### src/rtl/fc_score_acc.sv
// fc_score_acc: fully-connected layer score accumulator.
// Accumulates N_IN signed 16x16 products per class and emits N_CLASS
// class scores per frame, in class order, each with a one-cycle score_en
// strobe, followed by a one-cycle done pulse.
// Optional build macro FC_SCORE_SAT_EN: saturating accumulation instead
// of two's-complement wrap.
`ifndef INTERNAL_BITS
`define INTERNAL_BITS 32
`endif

module fc_score_acc #(
  parameter int unsigned N_IN    = 64,
  parameter int unsigned N_CLASS = 10
) (
  input  logic                      clk,
  input  logic                      rst,
  input  logic                      start,
  input  logic                      in_valid,
  output logic                      in_ready,
  input  logic [15:0]               act_in,
  input  logic [15:0]               weight_in,
  output logic [`INTERNAL_BITS-1:0] score_out,
  output logic                      score_en,
  output logic                      busy,
  output logic                      done
);

  localparam int unsigned AW = `INTERNAL_BITS;
  localparam int unsigned PW = (N_IN    > 1) ? $clog2(N_IN)    : 1;
  localparam int unsigned CW = (N_CLASS > 1) ? $clog2(N_CLASS) : 1;

  typedef enum logic [1:0] {
    IDLE = 2'd0,
    ACC  = 2'd1,
    EMIT = 2'd2,
    FIN  = 2'd3
  } state_t;

  state_t          state_q, state_d;
  logic [AW-1:0]   acc_q, acc_d;
  logic [AW-1:0]   score_q, score_d;
  logic [PW-1:0]   pair_q, pair_d;
  logic [CW-1:0]   class_q, class_d;

  logic signed [31:0] prod;
  logic [AW-1:0]      prod_ext;
  logic [AW-1:0]      sum_wrap;
  logic [AW-1:0]      acc_next;
  logic               ovf;

  assign prod     = $signed(act_in) * $signed(weight_in);
  assign prod_ext = AW'(prod);
  assign sum_wrap = acc_q + prod_ext;
  // Signed overflow: operands share a sign that the wrapped result lacks.
  assign ovf      = (acc_q[AW-1] == prod_ext[AW-1]) && (sum_wrap[AW-1] != acc_q[AW-1]);

  // Accumulate step: saturate on overflow when enabled, otherwise wrap.
  always_comb begin
    acc_next = sum_wrap;
`ifdef FC_SCORE_SAT_EN
    if (ovf) begin
      acc_next = acc_q[AW-1] ? {1'b1, {(AW-1){1'b0}}} : {1'b0, {(AW-1){1'b1}}};
    end
`else
    if (ovf) begin
      acc_next = sum_wrap;
    end
`endif
  end

  // State, accumulator, counters and score register with synchronous reset.
  always_ff @(posedge clk) begin
    if (!rst) begin
      state_q <= IDLE;
      acc_q   <= '0;
      score_q <= '0;
      pair_q  <= '0;
      class_q <= '0;
    end else begin
      state_q <= state_d;
      acc_q   <= acc_d;
      score_q <= score_d;
      pair_q  <= pair_d;
      class_q <= class_d;
    end
  end

  // Next-state and datapath control.
  // The final sum is captured into score_q on the last acceptance so that
  // score_out already holds it during EMIT; EMIT then clears for the next class.
  always_comb begin
    state_d = state_q;
    acc_d   = acc_q;
    score_d = score_q;
    pair_d  = pair_q;
    class_d = class_q;
    unique case (state_q)
      IDLE: begin
        if (start) begin
          state_d = ACC;
          acc_d   = '0;
          pair_d  = '0;
          class_d = '0;
        end
      end
      ACC: begin
        if (in_valid) begin
          acc_d = acc_next;
          if (pair_q == PW'(N_IN - 1)) begin
            score_d = acc_next;
            state_d = EMIT;
          end else begin
            pair_d = pair_q + 1'b1;
          end
        end
      end
      EMIT: begin
        acc_d   = '0;
        pair_d  = '0;
        class_d = class_q + 1'b1;
        if (class_q < CW'(N_CLASS - 1)) begin
          state_d = ACC;
        end else begin
          state_d = FIN;
        end
      end
      FIN: begin
        state_d = IDLE;
      end
      default: begin
        state_d = IDLE;
      end
    endcase
  end

  assign in_ready  = (state_q == ACC);
  assign score_en  = (state_q == EMIT);
  assign done      = (state_q == FIN);
  assign busy      = (state_q != IDLE);
  assign score_out = score_q;

endmodule
### config.mk
export PLATFORM = sky130hd
export DESIGN_NAME = fc_score_acc
export DESIGN_NICKNAME = d
export VERILOG_FILES = /design/src/rtl/fc_score_acc.sv
export SDC_FILE = /design/constraint.sdc
export NUM_CORES = 1
export LEC_CHECK = 0
export ABC_AREA = 0
export CAP_MARGIN = 20
export CORE_MARGIN = 2
export CORE_UTILIZATION = 40
export DETAILED_ROUTE_END_ITERATION = 10
export PLACE_DENSITY_LB_ADDON = 0.1
export SYNTH_ARGS = -nofsm -noshare
export SYNTH_HDL_FRONTEND = slang
export SYNTH_SLANG_ARGS = --single-unit
### constraint.sdc
create_clock -name clk -period 14.1 [get_ports clk]
set_input_delay 2.82 -clock clk [delete_from_list [all_inputs] [get_ports clk]]
set_output_delay 2.82 -clock clk [all_outputs]
set_load 0.05 [all_outputs]
; ---- Word level (Yosys, flattened, before mapping)
; Cells that the tools add are included.
[word_totals]
reg_bits = 76
output_inout_bits = 36
word_cells = 41
[classes]
add_sub_neg = 3
mul = 1
order_cmp = 1
n_eq_ne = 8
n_mux = 14
reduce_logical = 9
[ops]
columns = cell, count
row1 = $pmux W32 S3, 1
row2 = $mux W32, 2
row3 = $add A32 B32 Y32, 1
row4 = $mul A16 B16 Y32, 1
row5 = $mux W6, 3
row6 = $pmux W6 S3, 1
row7 = $reduce_and A3 Y1, 3
row8 = $mux W2, 4
row9 = $pmux W2 S4, 1
row10 = $pmux W4 S2, 1
row11 = $add A6 B1 Y6 const B, 1
row12 = $eq A6 B6 Y1 const B, 1
row13 = $ne A2 B2 Y1 const B, 3
row14 = $add A4 B1 Y4 const B, 1
row15 = $eq A2 B2 Y1 const B, 2
row16 = $lt A4 B4 Y1 const B, 1
row17 = $mux W4, 1
row18 = $reduce_and A4 Y1, 1
row19 = $reduce_bool A2 Y1, 2
row20 = $reduce_bool A3 Y1, 1
row21 = $eq A2 B1 Y1 const B, 1
row22 = $logic_not A2 Y1, 1
row23 = $ne A2 B1 Y1 const B, 1
row24 = $reduce_and A2 Y1, 1

; ---- Logic depth before layout (Yosys ltp)
[depth]
ltp_word = 4
depth_mapped = 23

; ---- Least setup slack after synthesis
; OpenSTA, ideal clock, no wires.
[synth_timing]
kind = input to register
from = in weight_in[1]
to = reg acc_q[31]
arrival_time_ns = 8.323
setup_slack_ns = 5.656
stages = 22
n_path_buf = 2
path_cell_list = clkbuf_1 -> nand2_1 -> inv_1 -> fa_1 -> inv_1 -> fa_1 -> inv_1 -> fa_1 -> fa_1 -> fa_1 -> inv_1 -> fa_1 -> inv_1 -> ha_1 -> buf_2 -> and4_1 -> and2_1 -> and3_1 -> a21o_1 -> a211oi_1 -> xnor2_1 -> o21ai_1
[synth_via]
elab_chain_len = 4
[synth_lines]
columns = element, line_no
row1 = "start, declared", 21  ; input logic [15:0] weight_in,
row2 = $mul A16 B16 Y32, 51  ; assign prod = $signed(act_in) * $signed(weight_in);
row3 = $add A32 B32 Y32, 53  ; assign sum_wrap = acc_q + prod_ext;
row4 = $mux W32, 107  ; if (in_valid) begin
row5 = $pmux W32 S3, 97  ; unique case (state_q)
row6 = "end signal, assigned", 75  ; acc_q <= '0;
row7 = "end signal, assigned", 81  ; acc_q <= acc_d;
row8 = "end, declared", 40  ; logic [AW-1:0] acc_q, acc_d;
; Every way passes these cells. The select of a mux whose other input is x is not followed.
; A chain may end at the register's enable or synchronous reset.

; ---- Final worst setup path
[layout_timing]
from = in weight_in[1]
to = reg score_q[29], in the netlist score_out[29]
[layout_via]
elab_chain_len = 2
[layout_lines]
columns = element, line_no
row1 = $mul A16 B16 Y32, 51
row2 = $add A32 B32 Y32, 53
row3 = "end signal, assigned", 82  ; score_q <= score_d;
row4 = "end, declared", 41  ; logic [AW-1:0] score_q, score_d;
; Every way passes these cells.

==> reports/metrics.yaml <==
cts:
  numCtsBuffers: 9
  clock-sinks: 76
  h-tree-depth: 3
  cts.clk_slew.worst_paths_ps: 60
  cts_root_buf: "clkbuf_16"
  cts_resized: 0
  clock_latency_ps: 340
  cts_setup_buffers: 0
  cts_buffer_depth: 2
  cts_hold_buf: 0
  cts_tree: "built"
layout:
  fin_area_um2: 15090
  diodes: 0
  stdcell_count: 1988
  layout.cells.most_common: "inv_1"
  syn_to_final_growth_pct: 9.919
  fin_nets: 1966
  fillers: 3401
  final_cell_mix: "inv_1 (329), fa_1 (292), nand2_1 (185)"
  drive_above_1_share_pct: 2.532
floorplanning:
  num_rows: 67
  start_util_pct: 40.73
  die_y_um: 189.2
  die_w_um: 189.2
  coreArea_um2: 33700
  io_pins: 72
  die-area_um2: 35810
detailed_routing:
  remaining_drc_errors: 0
  vias: 9909
  viasPerCell: 4.984
  drt_iter0_markers: 395
  drt_pass1_iterations: 5
  wl_per_cell_um: 16.63
  routed_wl_mm: 33.06
  ant_nets: 0
synth:
  ys_warn_count: 0
  synth-simple-area-share_pct: 15.92
  synth_edf_count: 0
  synth_cell_types: 61
  seq_area_frac_synth_pct: 11.09
  synth_top_family_by_area: "adder cells"
  syn_nets: 1934
  async_flop_share_pct: 0
  synthXorXnorAreaFrac_pct: 2.744
  synth_area_um2: 13720
  synth_mux_area_share_pct: 0.3008
  synth.avg_cell_area_um2: 9.119
  synthAdderAreaFrac_pct: 51.80
  synth-main-ff-cell: "dfxtp_1"
  synthCells: 1505
  synth_compound_area_share_pct: 7.421
  ys_ff_latch: 76
worst_setup_path:
  cp.required_ps: 14380
  crit_fanout: 16
  cp.arrival_ps: 9650
  reg2reg_slack_ps: 9060
  cpLargestDelayFamily: "adder cells"
  end_kind: "flop"
  reg2reg_depth: 18
  regToRegEndpoint: "acc_q[30]$_SDFFE_PN0P_"
  cpMostUsedCell: "fa_1"
  startpoint_type: "input pin"
  cp-startpoint: "weight_in[1]"
  slowest_delay_ps: 800
  path_cells: "clkdlybuf4s50_1, nand2_1, inv_1, fa_1, inv_1, fa_1, inv_1, fa_1, fa_1, fa_1, inv_1, fa_1, inv_1, ha_1, and4_1, and2_1, and3_1, a211oi_2, nor2_1, nor3_1, a211o_1"
  slowest_stage: "clkdlybuf4s50_1"
  crit_buf_inv: 6
  path_class: "input pin to flop"
  reg2reg_from: "acc_q[15]$_SDFFE_PN0P_"
global_route:
  grt_pass1_wl_mm: 55.34
  grt_max_degree: 60
  grt_usage_pct: 19.56
  grt-ovfl-total: 0
  grt_pass1_vias: 10712
  antenna_found_initial: 0
min_path:
  whs_path_depth: 2
  hp-start: "score_out[14]$_SDFFE_PN0P_"
  worstHoldEndpoint: "score_out[14]$_SDFFE_PN0P_"
  hp-class: "flop to flop"
placed_design:
  dp_hpwl_mm: 27.37
  pre_cts_ws_ps: 4382
  portBuffers: 71
  gp_congestion: 0.8143
  dp_cells: 1973
  post_dp_cell_area_um2: 14800
sta:
  max_slew_margin_pct: 38.74
  final-setup-viol-count: 0
  rsz0062_at_grt: "false"
  drv_slew: 0
  period_share_pct: 66.46
  hold_viol_final: 0
  skew_ps: 11.81
  fmax_mhz: 106.7
  min_period_ps: 9371
  tightestPinTransition_ps: 916.1
  fin_ws_ps: 4729
  fin_tns_setup_ps: 0
job:
  maxCapViolations: 0
run_status:
  status: "completed"
per-layer routing:
metal  vias up  global-route usage [%]  part of all wire, %
met2       167                   36.49                   54
met4         0                   4.055                  1.8
met3        35                   1.650                  3.0
met1      5107                   24.68                   41
li1       4600                       -                    -
met5         -                       0                    0
sequential cells by signal, summed over array words and instances, names as in the netlist:
signal     flops
score_out     32
acc_q         32
class_q        4
state_q        2
pair_q         6
layout make-up:
class                      instances  area (µm²)  share of cell area, %
sequential                        76        1521                  10.09
multi-input combinational       1044       10740                  71.16
tap                              448       560.5                  3.716
clock inverter                     1       8.758                0.05806
clock buffer                      13       260.3                  1.725
timing repair buffer              76       760.7                  5.043
inverter                         330        1239                  8.211
cell usage after synthesis, types with 4 or more instances:
| cell | count | area share (%) |
|---|---|---|
| and2_1 | 125 | 5.7 |
| nand2_1 | 185 | 5.1 |
| a22oi_1 | 24 | 1.3 |
| ha_1 | 101 | 9.2 |
| dfxtp_1 | 76 | 11 |
| inv_1 | 330 | 9.0 |
| fa_1 | 292 | 43 |
| a21o_1 | 11 | 0.60 |
| clkbuf_1 | 48 | 1.3 |
| nand2b_1 | 10 | 0.46 |
| a21oi_1 | 51 | 1.9 |
| nor2_1 | 71 | 1.9 |
| xor2_1 | 11 | 0.70 |
| and3_1 | 5 | 0.23 |
| nor3b_1 | 5 | 0.27 |
| nand3_1 | 23 | 0.84 |
| o21ai_1 | 16 | 0.58 |
| nor3_1 | 8 | 0.29 |
| xnor2_1 | 32 | 2.0 |
| a211oi_1 | 6 | 0.33 |
| a21oi_2 | 4 | 0.26 |
| nand4_1 | 4 | 0.18 |
| o21ai_0 | 9 | 0.33 |
through the flow:
| stage | util [%] | hold WS, ps |
|---|---|---|
| after detailed placement | 43.91 | 446.5 |
| after floorplan | - | 441.2 |
| final | 44.77 | 454.9 |
| after global routing | 44.77 | 480.4 |
| after CTS | 44.71 | 454.1 |
| after global placement | 43.91 | 443.8 |
worst min-delay path: cells and delay by family (launching register included):
family | cells | cell delay [ps]
compound gates | 1 | 50
flops | 1 | 300
simple gates | 1 | 50
how the worst max path moves through the flow:
| stage | end | slack, ps | cells past startpoint |
|---|---|---|---|
| 2_1_floorplan | acc_q[31]$_SDFFE_PN0P_ | 5660 | 22 |
| 3_3_place_gp | acc_q[30]$_SDFFE_PN0P_ | 4450 | 22 |
| 3_5_place_dp | acc_q[30]$_SDFFE_PN0P_ | 4380 | 22 |
| 4_1_cts | acc_q[30]$_SDFFE_PN0P_ | 4720 | 22 |
| 5_1_grt | acc_q[30]$_SDFFE_PN0P_ | 4350 | 22 |
| 6_report | score_out[29]$_SDFFE_PN0P_ | 4730 | 21 |
logic make-up after synthesis:
group / after synthesis
adders and majority gates: 393
DFF: 76
AOI/OAI and AO/OA: 150
xor gates and xnor gates: 43
muxes: 4
and+or+nand+nor: 454
buffers and inverters: 385
Power is not shown: default switching activity piles up to over one toggle a cycle in this logic, so the estimate is an artifact.
